File: config.mk
export PLATFORM = sky130hd
export DESIGN_NAME = dac_update_sequencer
export DESIGN_NICKNAME = d
export VERILOG_FILES = /design/src/rtl/dac_update_sequencer.sv
export SDC_FILE = /design/constraint.sdc
export NUM_CORES = 1
export LEC_CHECK = 0
export CORE_ASPECT_RATIO = 2
export CORE_MARGIN = 3
export CORE_UTILIZATION = 25
export CTS_CLUSTER_SIZE = 14
export DETAILED_ROUTE_END_ITERATION = 12
export SYNTH_ARGS = -nofsm -noshare
export SYNTH_HDL_FRONTEND = slang
export SYNTH_SLANG_ARGS = --single-unit
File: constraint.sdc
create_clock -name clk -period 2 [get_ports clk]
set_input_delay 0.2 -clock clk [delete_from_list [all_inputs] [get_ports clk]]
set_output_delay 0.2 -clock clk [all_outputs]
set_load 0.1 [all_outputs]
File: src/rtl/dac_update_sequencer.sv
// dac_update_sequencer: per-channel DAC shadow codes with round-robin dispatch of dirty channels to the SPI controller.
// Optional DAC_REFRESH_EN: a free-running counter periodically marks every channel dirty to recover from DAC upsets.
module dac_update_sequencer #(
    parameter int spi_slaves     = 2,
    parameter int spi_length     = 16,
    parameter int timeout_cycles = 4096,
    parameter int gap_cycles     = 4
`ifdef DAC_REFRESH_EN
    ,
    parameter int refresh_cycles = 1000000
`endif
) (
    input  logic                             clk,
    input  logic                             rst_n,
    input  logic                             wr_en,
    input  logic [$clog2(spi_slaves)-1:0]    wr_addr,
    input  logic [spi_length-1:0]            wr_data,
    output logic [spi_slaves-1:0]            spi_new_reg,
    output logic [spi_slaves*spi_length-1:0] spi_data,
    input  logic                             spi_bLDAC,
    output logic [spi_slaves-1:0]            pending,
    output logic                             busy,
    output logic                             done_pulse,
    output logic                             timeout_err
);
    localparam int AW = $clog2(spi_slaves);
    localparam int TW = $clog2(timeout_cycles + 1);
    localparam int GL = gap_cycles > 0 ? gap_cycles : 1;
    localparam int GW = GL > 1 ? $clog2(GL) : 1;
    typedef enum logic [2:0] {S_IDLE, S_ISSUE, S_WAIT_LOW, S_WAIT_HIGH, S_GAP} state_t;
    state_t                state;
    logic [AW-1:0]         cur, rr, sel, nxt_rr;
    logic [AW:0]           sum;
    logic [spi_slaves-1:0] rot;
    logic                  sel_v, active, wr_ok, wr_hit, ldac_done, tmo;
    logic [TW-1:0]         tcnt;
    logic [GW-1:0]         gcnt;
    logic                  stage_v;
    logic [spi_length-1:0] stage_d;
`ifdef DAC_REFRESH_EN
    localparam int RW = refresh_cycles > 1 ? $clog2(refresh_cycles) : 1;
    logic [RW-1:0] rcnt;
`endif
    // Rotate pending so bit 0 is the rr pointer; the lowest set bit is the next channel.
    always_comb begin
        rot = spi_slaves'({pending, pending} >> rr);
        sum = {1'b0, rr};
        sel_v = 1'b0;
        for (int i = spi_slaves - 1; i >= 0; i--)
            if (rot[i]) begin
                sum = {1'b0, rr} + (AW + 1)'(i);
                sel_v = 1'b1;
            end
    end
    assign sel       = sum >= (AW + 1)'(spi_slaves) ? AW'(sum - (AW + 1)'(spi_slaves)) : sum[AW-1:0];
    assign nxt_rr    = cur == AW'(spi_slaves - 1) ? '0 : cur + 1'b1;
    assign active    = state == S_ISSUE || state == S_WAIT_LOW || state == S_WAIT_HIGH;
    assign wr_ok     = wr_en && ({1'b0, wr_addr} < (AW + 1)'(spi_slaves));
    assign wr_hit    = wr_ok && active && wr_addr == cur;
    assign ldac_done = state == S_WAIT_HIGH && spi_bLDAC;
    assign tmo       = tcnt >= TW'(timeout_cycles);
    assign busy      = state != S_IDLE;
    always_ff @(posedge clk or negedge rst_n) begin
        if (!rst_n) begin
            state       <= S_IDLE;
            cur         <= '0;
            rr          <= '0;
            tcnt        <= '0;
            gcnt        <= '0;
            stage_v     <= 1'b0;
            stage_d     <= '0;
            spi_new_reg <= '0;
            spi_data    <= '0;
            pending     <= '0;
            done_pulse  <= 1'b0;
            timeout_err <= 1'b0;
`ifdef DAC_REFRESH_EN
            rcnt        <= '0;
`endif
        end else begin
            spi_new_reg <= '0;
            done_pulse  <= 1'b0;
            if (wr_en)
                timeout_err <= 1'b0;
            if (wr_ok && !wr_hit)
                spi_data[wr_addr*spi_length +: spi_length] <= wr_data;
            // The channel on the wire keeps its code; a write to it waits here until the transfer ends.
            if (wr_hit) begin
                stage_v <= 1'b1;
                stage_d <= wr_data;
            end
            case (state)
                S_IDLE: if (sel_v) begin
                    cur         <= sel;
                    spi_new_reg <= spi_slaves'(1) << sel;
                    state       <= S_ISSUE;
                end
                S_ISSUE: begin
                    pending[cur] <= 1'b0;
                    tcnt         <= TW'(1);
                    state        <= S_WAIT_LOW;
                end
                S_WAIT_LOW, S_WAIT_HIGH: begin
                    tcnt <= tcnt + 1'b1;
                    if (ldac_done || tmo) begin
                        rr      <= nxt_rr;
                        gcnt    <= '0;
                        state   <= S_GAP;
                        stage_v <= 1'b0;
                        if (wr_hit || stage_v)
                            spi_data[cur*spi_length +: spi_length] <= wr_hit ? wr_data : stage_d;
                        if (ldac_done)
                            done_pulse <= 1'b1;
                        else begin
                            timeout_err  <= 1'b1;
                            pending[cur] <= 1'b1;
                        end
                    end else if (state == S_WAIT_LOW && !spi_bLDAC)
                        state <= S_WAIT_HIGH;
                end
                S_GAP: begin
                    gcnt <= gcnt + 1'b1;
                    if (gcnt == GW'(GL - 1))
                        state <= S_IDLE;
                end
                default: state <= S_IDLE;
            endcase
            if (wr_ok)
                pending[wr_addr] <= 1'b1;
`ifdef DAC_REFRESH_EN
            rcnt <= rcnt == RW'(refresh_cycles - 1) ? '0 : rcnt + 1'b1;
            if (rcnt == RW'(refresh_cycles - 1))
                pending <= '1;
`endif
        end
    end
endmodule

==> flow_metrics.env <==
export IMPL_path_buf_inv=1
export IMPL_drc_errors=0
export IMPL_n_fill_cell=1375
export IMPL_status="finished, final reports clean"
export IMPL_netlist_instances=286
export IMPL_yosys_area_top_type="dfrtp_1"
export IMPL_die_h_um=173
export IMPL_period_share_pct=87.0
export IMPL_largest_reg_flops=32
export IMPL_largest_register="spi_data"
export IMPL_placed_cell_area_um2=4220
export IMPL_core_area_um2=13500
export IMPL_num_antenna_cells=0
export IMPL_cts_reportedPaths_clkPinSlew_ns=0.06
export IMPL_cp_required_ns=2.20
export IMPL_synth_simple_gate_area_share_pct=8.17
export IMPL_cts_root_buf="clkbuf_16"
export IMPL_yosys_warnings=0
export IMPL_insertion_delay_ns=0.33
export IMPL_viasPerCell=4.74
export IMPL_synth_adder_area_share_pct=0.720
export IMPL_syn_nets=309
export IMPL_drt_total_wl_um=8570
export IMPL_relSlewSlack_pct=68.1
export IMPL_critical_path_top_delay_family="flip-flops"
export IMPL_hold_ws_ns=0.371
export IMPL_yosys_most_used_dff="dfrtp_1"
export IMPL_cts_made_buffers=9
export IMPL_hold_viol=0
export IMPL_synthXorXnorAreaFrac_pct=0.468
export IMPL_avgSynthCellArea_um2=12.1
export IMPL_netlist_area_um2=3470
export IMPL_max_cap_viol_count=0
export IMPL_fmax_mhz=575
export IMPL_top_regs="spi_data: 32 flops, stage_d: 16 flops, tcnt: 13 flops"
export IMPL_grt_use_total_pct=12.0
export IMPL_synth_mux_area_fraction_pct=23.9
export IMPL_cp_max_fo=16
export IMPL_start_util_pct=25.7
export IMPL_synth_edff_count=0
export IMPL_firstDrtPassIters=4
export IMPL_worst_pin_slew_ns=0.479
export IMPL_crit_path_cell_trace="o21ba_1, nand3_2, buf_4, mux2i_1, mux2i_1"
export IMPL_ys_seq_area_share_pct=54.0
export IMPL_ctsHtreeMaxLevel=3
export IMPL_final_net_count=380
export IMPL_cts_sinks=75
export IMPL_synth_compound_area_share_pct=7.92
export IMPL_die_area_um2=15400
export IMPL_dp_slack_ns=0.0998
export IMPL_drv_slew=0
export IMPL_portBuffers=59
export IMPL_cp_arrival_ns=1.94
export IMPL_dp_hpwl_um=6120
export IMPL_post_synth_top_count_cell="mux2i_1"
export IMPL_post_cts_resized=0
export IMPL_path_class="flop to flop"
export IMPL_yosys_top_cells_count="83 x mux2i_1, 75 x dfrtp_1, 21 x inv_1"
export IMPL_path_common_cell="mux2i_1"
export IMPL_grt_start_max_net_pins=42
export IMPL_end_kind="flop"
export IMPL_rsz0062_at_grt="false"
export IMPL_seq_area_um2=1880
export IMPL_setup_violations=0
export IMPL_vias=2452
export IMPL_max_stage_delay_ns=0.44
export IMPL_layout_drive_gt1_share_pct=20.2
export IMPL_ys_async_sr_fraction_pct=100
export IMPL_grt_pass1_vias=2552
export IMPL_ctsLongestPathBuffers=2
export IMPL_fin_ws_ns=0.261
export IMPL_gr_total_overflow=0
export IMPL_synth_top_family_by_area="multiplexers"
export IMPL_grt_pass1_wl_um=13900
export IMPL_min_path_type="primary input to asynchronous set/reset pin"
export IMPL_rows=60
export IMPL_synth_area_leaders="dfrtp_1 54%, mux2i_1 24%, o21ai_0 2.3%, inv_1 2.3%, nand2_1 2.1%"
export IMPL_final_cell_area_um2=4540
export IMPL_syn_to_final_growth_pct=30.6
export IMPL_ys_ff_latch=75
export IMPL_first_iter_violations=101
export IMPL_fin_skew_ns=0.00524
export IMPL_ant_nets=0
export IMPL_startpoint_type="flop"
export IMPL_cts_tree="done"
export IMPL_chipWidth_um=89.4
export IMPL_setup_tns_ns=0
export IMPL_period_minus_slack_ns=1.74
export IMPL_grt_antenna_before_repair=0
export IMPL_yosysUniqueCellTypes=38
export IMPL_io_pins=60
export IMPL_post_drt_wl_per_cell_um=16.6
export IMPL_place_gp_congestion=0.789
export IMPL_synth_top_area_share_pct=54.0
export IMPL_crit_slowest_cell="dfrtp_1"
export IMPL_multiInputGateArea_um2=1430
## through the flow
step,std cells,util (%)
CTS,517,33.6
detailed placement,500,31.2
global placement,500,31.2
global route,517,33.6
finish,517,33.6
floorplan,286,-
## final timing paths
check,slack (ns),from,cells past startpoint,end
setup / recovery,0.26,state[1],5,spi_data[27]
hold / removal,0.37,rst_n,2,spi_data[28]
setup reg to reg,0.26,state[1],5,spi_data[27]
hold reg to reg,0.49,tcnt[10],1,tcnt[10]
max in group asynchronous,1.04,rst_n,3,stage_d[11]
min in group clk,0.49,tcnt[10],1,tcnt[10]
## routing by layer
layer / vias up / global-route usage [%] / routed length [µm]
met5: - / 0 / 0
met4: 0 / 4.47 / 129
met3: 10 / 3.29 / 302
li1: 1153 / - / -
met2: 56 / 21.6 / 4880
met1: 1233 / 12.9 / 3260
## what timing repair did
action | 4_1_cts | 5_1_grt
hold buffers | 1 | 0
buffers inserted | 0 | 0
endpoints found under the hold margin | 34 | 0
## final cells by class
class | count | area share, %
Timing Repair Buffer | 71 | 14.2
Clock buffer | 11 | 5.13
Inverter | 21 | 1.74
Multi-Input combinational cell | 179 | 31.5
Tap cell | 155 | 4.27
Clock inverter | 5 | 1.71
Sequential cell | 75 | 41.4
## worst reg2reg max path, cell delays in order (launching register included)
cell     delay, ns
dfrtp_1       0.44
o21ba_1       0.30
nand3_2       0.11
buf_4         0.30
mux2i_1       0.34
mux2i_1       0.12
## cell families after synthesis
group	Yosys count
multiplexers	83
flip-flops	75
AND/OR/NAND/NOR	53
AO/OA/AOI/OAI	40
buffers and inverters	32
adder cells (fa/ha/maj)	2
XOR/XNOR	1
## layout by cell type, fill, tap and decap left out, types with 3 or more instances in the layout
master / netlist / layout
a21oi_1: 7 / 7
and3_1: 5 / 5
mux2i_1: 83 / 83
inv_1: 21 / 21
nor2_1: 5 / 5
nand2_1: 19 / 19
nand2b_1: 3 / 3
nand3_1: 9 / 9
clkbuf_16: 0 / 9
buf_4: 4 / 46
buf_12: 0 / 5
nand4_1: 3 / 3
clkdlybuf4s50_1: 0 / 19
dfrtp_1: 75 / 75
o21ai_0: 16 / 16
Power is not shown: default switching activity piles up to over one toggle a cycle in this logic, so the estimate is an artifact.
